$ cat config.mk
export PLATFORM = sky130hd
export DESIGN_NAME = video_vga_timing
export DESIGN_NICKNAME = d
export VERILOG_FILES = /design/src/rtl/video_vga_timing.sv
export SDC_FILE = /design/constraint.sdc
export NUM_CORES = 1
export LEC_CHECK = 0
export CAP_MARGIN = 20
export CORE_ASPECT_RATIO = 1.5
export CORE_MARGIN = 3
export CORE_UTILIZATION = 50
export DETAILED_ROUTE_END_ITERATION = 8
export PLACE_DENSITY_LB_ADDON = 0.15
export RECOVER_POWER = 100
export SYNTH_ARGS = -nofsm -noshare
export SYNTH_HDL_FRONTEND = slang
export SYNTH_SLANG_ARGS = --single-unit
$ cat constraint.sdc
create_clock -name clk -period 5.7 [get_ports clk]
set_input_delay 0.855 -clock clk [delete_from_list [all_inputs] [get_ports clk]]
set_output_delay 0.855 -clock clk [all_outputs]
set_load 0.01 [all_outputs]
$ cat src/rtl/video_vga_timing.sv
// Parametrised VGA timing generator: pixel/line/frame strobes, beam position,
// sync/blank pipeline matched to the palette latency, and registered VGA pins.
module video_vga_timing #(
  parameter int H_ACTIVE       = 640,
  parameter int H_FRONT_PORCH  = 16,
  parameter int H_SYNC         = 96,
  parameter int H_BACK_PORCH   = 48,
  parameter int V_ACTIVE       = 480,
  parameter int V_FRONT_PORCH  = 10,
  parameter int V_SYNC         = 2,
  parameter int V_BACK_PORCH   = 33,
  parameter bit HSYNC_POL      = 1'b0,
  parameter bit VSYNC_POL      = 1'b0,
  parameter int CLK_DIV        = 1,
  parameter int PIPE_DELAY     = 2,
  parameter int PREFETCH_LINES = 1,
  parameter int COLOR_W        = 4,
  localparam int H_TOTAL = H_ACTIVE + H_FRONT_PORCH + H_SYNC + H_BACK_PORCH,
  localparam int V_TOTAL = V_ACTIVE + V_FRONT_PORCH + V_SYNC + V_BACK_PORCH,
  localparam int XW      = $clog2(H_TOTAL),
  localparam int YW      = $clog2(V_TOTAL)
) (
  input  logic                   clk,
  input  logic                   rst_n,
  input  logic                   enable,
  input  logic [3*COLOR_W-1:0]   palette_rgb_data,
  output logic                   next_pixel,
  output logic                   next_line,
  output logic                   next_frame,
  output logic                   vblank_pulse,
  output logic [XW-1:0]          beam_x,
  output logic [YW-1:0]          beam_y,
  output logic [15:0]            frame_cnt,
  output logic [COLOR_W-1:0]     vga_r,
  output logic [COLOR_W-1:0]     vga_g,
  output logic [COLOR_W-1:0]     vga_b,
  output logic                   vga_hsync,
  output logic                   vga_vsync
);

  if (CLK_DIV < 1 || CLK_DIV > 16) begin : g_bad_clk_div
    $error("video_vga_timing: CLK_DIV must be 1..16");
  end
  if (PIPE_DELAY < 0 || PIPE_DELAY > 7) begin : g_bad_pipe_delay
    $error("video_vga_timing: PIPE_DELAY must be 0..7");
  end
  if (PREFETCH_LINES < 0 || PREFETCH_LINES > V_TOTAL - 1) begin : g_bad_prefetch
    $error("video_vga_timing: PREFETCH_LINES must be 0..V_TOTAL-1");
  end
  if (H_ACTIVE < 1 || V_ACTIVE < 1 || H_SYNC < 1 || V_SYNC < 1 || COLOR_W < 1 ||
      H_FRONT_PORCH < 0 || H_BACK_PORCH < 0 || V_FRONT_PORCH < 0 || V_BACK_PORCH < 0 ||
      H_TOTAL < 2 || V_TOTAL < 2) begin : g_bad_timing
    $error("video_vga_timing: illegal timing or colour width");
  end

  localparam int DW = (CLK_DIV > 1) ? $clog2(CLK_DIV) : 1;
  localparam logic [DW-1:0] DIV_LAST = DW'(CLK_DIV - 1);
  localparam logic [XW-1:0] X_LAST   = XW'(H_TOTAL - 1);
  localparam logic [YW-1:0] Y_LAST   = YW'(V_TOTAL - 1);
  localparam logic [YW-1:0] Y_FRAME  = YW'(V_TOTAL - 1 - PREFETCH_LINES);
  localparam logic [YW-1:0] Y_VBLANK = YW'(V_ACTIVE - 1);
  localparam int HS_START = H_ACTIVE + H_FRONT_PORCH;
  localparam int HS_END   = HS_START + H_SYNC;
  localparam int VS_START = V_ACTIVE + V_FRONT_PORCH;
  localparam int VS_END   = VS_START + V_SYNC;

  logic [DW-1:0] div_cnt;
  logic [XW-1:0] x;
  logic [YW-1:0] y;
  logic          h_last;
  logic          v_last;
  logic          hsync_raw;
  logic          vsync_raw;
  logic          active;
  logic [2:0]    raw;
  logic [2:0]    dly;

  // next_pixel is a clock enable, not a handshake: every clk edge where it is
  // high consumes exactly one pixel; downstream never stalls the generator.
  assign next_pixel = enable && (div_cnt == DIV_LAST);

  always_ff @(posedge clk or negedge rst_n) begin
    if (!rst_n) begin
      div_cnt <= '0;
    end else if (!enable || next_pixel) begin
      div_cnt <= '0;
    end else begin
      div_cnt <= div_cnt + DW'(1);
    end
  end

  assign h_last = (x == X_LAST);
  assign v_last = (y == Y_LAST);

  always_ff @(posedge clk or negedge rst_n) begin
    if (!rst_n) begin
      x <= '0;
      y <= '0;
    end else if (!enable) begin
      x <= '0;
      y <= '0;
    end else if (next_pixel) begin
      if (h_last) begin
        x <= '0;
        y <= v_last ? '0 : y + YW'(1);
      end else begin
        x <= x + XW'(1);
      end
    end
  end

  // frame_cnt survives a disable; only the async reset clears it.
  always_ff @(posedge clk or negedge rst_n) begin
    if (!rst_n) begin
      frame_cnt <= '0;
    end else if (next_pixel && h_last && v_last) begin
      frame_cnt <= frame_cnt + 16'd1;
    end
  end

  assign beam_x       = x;
  assign beam_y       = y;
  assign next_line    = next_pixel && h_last;
  assign next_frame   = next_line && (y == Y_FRAME);
  assign vblank_pulse = next_line && (y == Y_VBLANK);

  assign hsync_raw = (int'(x) >= HS_START) && (int'(x) < HS_END);
  assign vsync_raw = (int'(y) >= VS_START) && (int'(y) < VS_END);
  assign active    = (int'(x) < H_ACTIVE) && (int'(y) < V_ACTIVE);
  assign raw       = {hsync_raw, vsync_raw, active};

  if (PIPE_DELAY == 0) begin : g_no_pipe
    assign dly = raw;
  end else begin : g_pipe
    logic [2:0] pipe_q [PIPE_DELAY];

    always_ff @(posedge clk or negedge rst_n) begin
      if (!rst_n) begin
        for (int i = 0; i < PIPE_DELAY; i++) pipe_q[i] <= '0;
      end else if (!enable) begin
        for (int i = 0; i < PIPE_DELAY; i++) pipe_q[i] <= '0;
      end else if (next_pixel) begin
        pipe_q[0] <= raw;
        for (int i = 1; i < PIPE_DELAY; i++) pipe_q[i] <= pipe_q[i-1];
      end
    end

    assign dly = pipe_q[PIPE_DELAY-1];
  end

  // dly = {hsync, vsync, active} for the pixel whose colour is arriving now.
  always_ff @(posedge clk or negedge rst_n) begin
    if (!rst_n) begin
      vga_r     <= '0;
      vga_g     <= '0;
      vga_b     <= '0;
      vga_hsync <= ~HSYNC_POL;
      vga_vsync <= ~VSYNC_POL;
    end else if (!enable) begin
      vga_r     <= '0;
      vga_g     <= '0;
      vga_b     <= '0;
      vga_hsync <= ~HSYNC_POL;
      vga_vsync <= ~VSYNC_POL;
    end else if (next_pixel) begin
      vga_r     <= dly[0] ? palette_rgb_data[3*COLOR_W-1 -: COLOR_W] : '0;
      vga_g     <= dly[0] ? palette_rgb_data[2*COLOR_W-1 -: COLOR_W] : '0;
      vga_b     <= dly[0] ? palette_rgb_data[COLOR_W-1 -: COLOR_W]   : '0;
      vga_hsync <= dly[2] ^ ~HSYNC_POL;
      vga_vsync <= dly[1] ^ ~VSYNC_POL;
    end
  end

endmodule
==> impl_metrics.json, run 1 <==
{
  "crit_type": "input port to primary output",
  "dieHeight_um": 100,
  "rr_worst_depth": 5,
  "yosysUniqueCellTypes": 48,
  "ys.flop_type": "dfrtp_1",
  "cts-root-buf": "clkbuf_8",
  "synthAdderAreaFrac_pct": 2.54,
  "synth.most_common_cell": "dfrtp_1",
  "violations": "capacitance limit, slew limit",
  "r2r_end": "beam_y[6]",
  "synthArstFlopShare_pct": 100,
  "power_leakage_nw": 1.75,
  "synth-compound-area-share_pct": 9.76,
  "synth_top_family_by_area": "simple AND/OR/NAND/NOR gates",
  "n_antenna_cell": 0,
  "synth_xor_area_share_pct": 6.21,
  "hold_violations": 0,
  "num_rows": 33,
  "ys_seq_area_share_pct": 48.3,
  "max-cap-violations": 1,
  "cts.htree.levels": 3,
  "required_ns": 4.85,
  "ys_ff_latch": 57,
  "ant_nets": 0,
  "synthMuxAreaShare_pct": 1.73,
  "fmax_mhz": 250,
  "syn_area_per_cell_sq_um": 9.58,
  "grt_pass1_wl_um": 11600,
  "cts_setup_buffers": 0,
  "power.density_nw_per_um2": 221,
  "wl_per_cell_um": 15.5,
  "met2_length_um": 3410,
  "status": "finished, violations left",
  "synth_largest_area_cell": "dfrtp_1",
  "grt.overflow.total": 0,
  "tightest_slew_ns": 2.97,
  "route.met3.wl_um": 442,
  "min_period_ns": 4.00,
  "timing.final.crit_share_pct": 70.2,
  "layout-drive-gt1-share_pct": 6.32,
  "slew_viol_final": 58,
  "clk_latency_ns": 0.34,
  "crit_end": "next_line",
  "r2r_slack_ns": 2.77,
  "dr.pass1.iters": 6,
  "clock_path_buffers": 2,
  "grt_max_degree": 58,
  "grt_pass1_vias": 2427,
  "grtUsageTotal_pct": 22.1,
  "fin_skew_ns": 0.00923,
  "synth_nets": 330,
  "fillers": 485,
  "route.detailed.drc": 0,
  "nets": 396,
  "coreArea_sq_um": 5620,
  "ctsHoldBuffers": 0,
  "die_area_sq_um": 6900,
  "crit_arrival_ns": 3.15,
  "cts.sinks": 57,
  "io_buffer_count": 68,
  "synthTopCellsByCount": "dfrtp_1, nand2_1, nand3_1",
  "crit_path_end_kind": "primary output",
  "top_layer": "met4",
  "timing.rr.start": "beam_x[6]",
  "post_cts_resized": 0,
  "area_growth_pct": 30.6,
  "io_pins": 69,
  "syn-cell-area_sq_um": 2960,
  "syn_inst": 309,
  "finalPower_mw": 0.855,
  "worstPathMaxFanout": 32,
  "cts_inserted_buffers": 9,
  "cts_tree": "built",
  "dpl.hpwl_um": 4780,
  "critPathLaunch": "enable",
  "drt_iter0_markers": 263,
  "yosysWarnings": 0,
  "ys_top_cells_by_area": "dfrtp_1, nand2_1, xor2_1",
  "max-vdd-ir-drop_v": 0.000176,
  "place_congestion": 0.895,
  "rsz0062_at_grt": "false",
  "hp-class": "flip-flop to flip-flop",
  "synth_edf_count": 0,
  "dr_total_vias": 2632,
  "start_util_pct": 52.7,
  "viasPerCell": 5.85,
  "die_w_um": 68.8,
  "relSlewSlack_pct": -98.1,
  "m1WireLength_um": 2980,
  "fin_tns_setup_ns": 0,
  "critPathLaunchType": "input port",
  "antenna_found_initial": 0,
  "drt_wl_total_um": 6990,
  "yosys.area_share.simple_pct": 27.9,
  "netlist.area_leader.share_pct": 46.5,
  "setup_violations": 0,
  "clk_pin_slew_worst_paths_ns": 0.06
}
-- placed cells by master, fill, tap and decap left out, types with 3 or more instances in the layout --
cell type,count
buf_4,3
a31oi_1,9
clkbuf_8,11
nor4_1,14
inv_1,8
a22oi_1,3
nand3b_1,5
clkdlybuf4s50_1,13
and3_1,5
ha_1,6
mux2i_1,4
nor2_1,12
and2_1,10
dfrtp_1,55
nor3b_1,3
nand2_1,39
xnor2_1,6
nor2b_1,8
a21oi_1,3
nand4_1,7
clkbuf_1,4
nor3_1,11
o21ai_0,13
nand3_1,22
dlygate4sd3_1,54
xor2_1,15
or3_1,4
-- layer usage --
layer,track usage [%],vias to the layer above
li1,-,1236
met1,29.0,1254
met2,34.7,121
met3,5.26,21
met4,9.01,0
met5,0,-
-- flip-flops by register name, summed over array words and instances, names as in the netlist --
name and cells:
g_pipe.pipe_q 3, vga_r 4, vga_g 4, vga_b 4, div_cnt 1, frame_cnt 16
dly 3, beam_x 10, vga_hsync 1, vga_vsync 1, beam_y 10
-- power by group --
group / total [mW] / switching (mW) / internal [mW]
Clock: 0.378 / 0.154 / 0.225
Combinational: 0.0560 / 0.0306 / 0.0254
Sequential: 0.421 / 0.00869 / 0.412
Total: 0.855 / 0.193 / 0.662
-- area by class of cell --
cell class              count  area (sq um)  share of cell area (%)
clock buffers              13           159                    4.11
well taps                  70          87.6                    2.27
multi-input cells         226          1420                    36.6
flip-flops and latches     57          1430                    37.0
repair buffers             73           706                    18.3
inverters                   8          30.0                   0.777
clock inverters             3          40.0                    1.04
-- critical path, stage by stage --
cell and delay, ns:
dlygate4sd3_1 0.54, buf_4 0.28, nand2b_1 0.26, nor4_1 0.41, buf_4 0.25, clkdlybuf4s50_1 0.55
-- through the flow --
| step | instance area [sq um] | hold WS [ns] | worst slack [ns] | util [%] | cells |
|---|---|---|---|---|---|
| after floorplan | 2960 | 0.408 | 3.12 | - | 309 |
| after global placement | 3690 | 0.414 | 1.84 | 65.7 | 434 |
| after detailed placement | 3690 | 0.422 | 1.81 | 65.7 | 434 |
| after CTS | 3890 | 0.442 | 1.83 | 69.2 | 450 |
| after global routing | 3870 | 0.459 | 1.55 | 68.9 | 450 |
| final | 3870 | 0.440 | 1.70 | 68.9 | 450 |
-- how the worst min path moves through the flow --
stage | end | startpoint | cells past startpoint
floorplan | vga_hsync | dly[2] | 1
global placement | vga_vsync | dly[1] | 1
detailed placement | vga_vsync | dly[1] | 1
CTS | vga_vsync | dly[1] | 1
global route | vga_vsync | dly[1] | 1
finish | vga_vsync | dly[1] | 1
-- cell families (layout without fill, tap and decap cells) --
family	after synthesis	in the layout
buffers and inverters	26	97
xor gates and xnor gates	21	21
adders and majority gates	6	6
and+or+nand+nor	151	151
other	1	1
AOI/OAI and AO/OA	42	42
muxes	5	5
DFF	57	57
No activity file was read; power rests on OpenSTA's default activity.
==> run 2: changes to the inputs <==
--- a/config.mk
+++ b/config.mk
@@ -8,7 +8,7 @@
 export CAP_MARGIN = 20
 export CORE_ASPECT_RATIO = 1.5
 export CORE_MARGIN = 3
-export CORE_UTILIZATION = 50
+export CORE_UTILIZATION = 45
 export DETAILED_ROUTE_END_ITERATION = 8
 export PLACE_DENSITY_LB_ADDON = 0.15
 export RECOVER_POWER = 100
==> constraint.sdc (replaced) <==
create_clock -name clk -period 3.55 [get_ports clk]
set_input_delay 0.5325 -clock clk [delete_from_list [all_inputs] [get_ports clk]]
set_output_delay 0.5325 -clock clk [all_outputs]
set_load 0.01 [all_outputs]
==> impl_metrics.json, run 2 (synthesis results as in run 1) <==
{
  "max-vdd-ir-drop_v": 0.000229,
  "largest_reg_flops": 16,
  "area_growth_pct": 30.9,
  "cts_inserted_buffers": 9,
  "max-cap-violations": 1,
  "grt_pass1_wl_um": 11900,
  "layout-drive-gt1-share_pct": 6.04,
  "crit_path_end_kind": "primary output",
  "fmax_mhz": 330,
  "drt_wl_total_um": 6960,
  "route.detailed.drc": 0,
  "viasPerCell": 5.61,
  "clk_pin_slew_worst_paths_ns": 0.06,
  "rsz0062_at_grt": "false",
  "die_area_sq_um": 7610,
  "drt_iter0_markers": 123,
  "die_w_um": 72.2,
  "ant_nets": 0,
  "hp-class": "flip-flop to flip-flop",
  "dr.pass1.iters": 4,
  "dieHeight_um": 105,
  "place_congestion": 0.901,
  "fin_skew_ns": 0.00749,
  "power_leakage_nw": 1.74,
  "wl_per_cell_um": 15.3,
  "status": "finished, violations left",
  "worstPathMaxFanout": 7,
  "min_period_ns": 3.03,
  "top_register": "frame_cnt",
  "multiInputGateArea_sq_um": 1420,
  "dpl.hpwl_um": 4940,
  "dr_total_vias": 2552,
  "required_ns": 3.02,
  "n_antenna_cell": 0,
  "violations": "capacitance limit, slew limit",
  "io_pins": 69,
  "critPathLaunchType": "flip-flop",
  "final_common_cell": "dfrtp_1",
  "nets": 397,
  "crit_type": "flip-flop to primary output",
  "post_cts_resized": 0,
  "num_rows": 35,
  "seqCellArea_sq_um": 1430,
  "cts-root-buf": "clkbuf_8",
  "finish.utilization_pct": 61.9,
  "antenna_found_initial": 0,
  "grt.overflow.total": 0,
  "cts.htree.levels": 3,
  "coreArea_sq_um": 6260,
  "fillers": 566,
  "relSlewSlack_pct": -33.8,
  "fin_tns_setup_ns": 0,
  "io_buffer_count": 68,
  "slew_viol_final": 39,
  "clock_path_buffers": 2,
  "grt_pass1_vias": 2459,
  "start_util_pct": 47.3,
  "crit_arrival_ns": 2.50,
  "timing.final.crit_share_pct": 85.5,
  "hold_violations": 0,
  "grt_max_degree": 41,
  "clk_latency_ns": 0.33,
  "setup_violations": 0,
  "cts_tree": "built",
  "cts_setup_buffers": 0,
  "most-common-layout-cells": "dfrtp_1, dlygate4sd3_1, nand2_1",
  "cts.sinks": 57,
  "tightest_slew_ns": 2.01,
  "ctsHoldBuffers": 0,
  "grtUsageTotal_pct": 19.8,
  "power.density_nw_per_um2": 353
}
run 2: path summary, 6_finish.rpt:
kind / start / to / slack [ns] / depth (start not counted)
worst max-delay path: beam_x[6] / vblank_pulse / 0.52 / 5
worst min-delay path: dly[1] / vga_vsync / 0.44 / 1
worst max register to register: beam_x[0] / beam_y[6] / 0.70 / 6
worst min register to register: dly[1] / vga_vsync / 0.44 / 1
max in group asynchronous: rst_n / div_cnt / 1.04 / 2
min in group asynchronous: rst_n / vga_r[0] / 0.76 / 1
run 2: power breakdown:
group	total (mW)	internal [mW]	switching, mW
registers	0.676	0.662	0.0144
logic	0.0901	0.0410	0.0492
clock network	0.601	0.360	0.240
total	1.37	1.06	0.304
run 2: final cells by class:
cell class / instances / share of cell area (%)
tap: 74 / 2.39
inverter: 8 / 0.775
timing repair buffer: 74 / 18.3
clock inverter: 3 / 1.03
multi-input combinational: 226 / 36.5
sequential: 57 / 36.9
clock buffer: 13 / 4.10
run 2: per-layer routing:
metal / global-route usage, % / up-vias / share of wire (%)
met2: 32.2 / 79 / 51
met3: 5.25 / 11 / 4.7
met4: 8.87 / 0 / 1.8
li1: - / 1240 / -
met1: 24.0 / 1222 / 43
met5: 0 / - / 0
run 2: metrics by stage:
stage / worst slack [ns] / std cells / total power [mW] / area (sq um) / hold WS, ns
4_1_cts: 0.522 / 455 / 1.39 / 3900 / 0.320
5_1_grt: 0.292 / 455 / 1.44 / 3870 / 0.482
3_5_place_dp: 0.825 / 439 / 0.786 / 3700 / 0.433
3_3_place_gp: 0.809 / 439 / 0.785 / 3700 / 0.416
6_report: 0.516 / 455 / 1.37 / 3870 / 0.438
2_1_floorplan: 1.43 / 309 / 0.726 / 2960 / 0.237
run 2: worst max-delay path, cell delays in order, from the launching register on:
cell and delay (ns):
dfrtp_1 0.45, or3b_4 0.45, nor3_1 0.26, nand2_1 0.12, nor4_1 0.25, dlygate4sd3_1 0.65
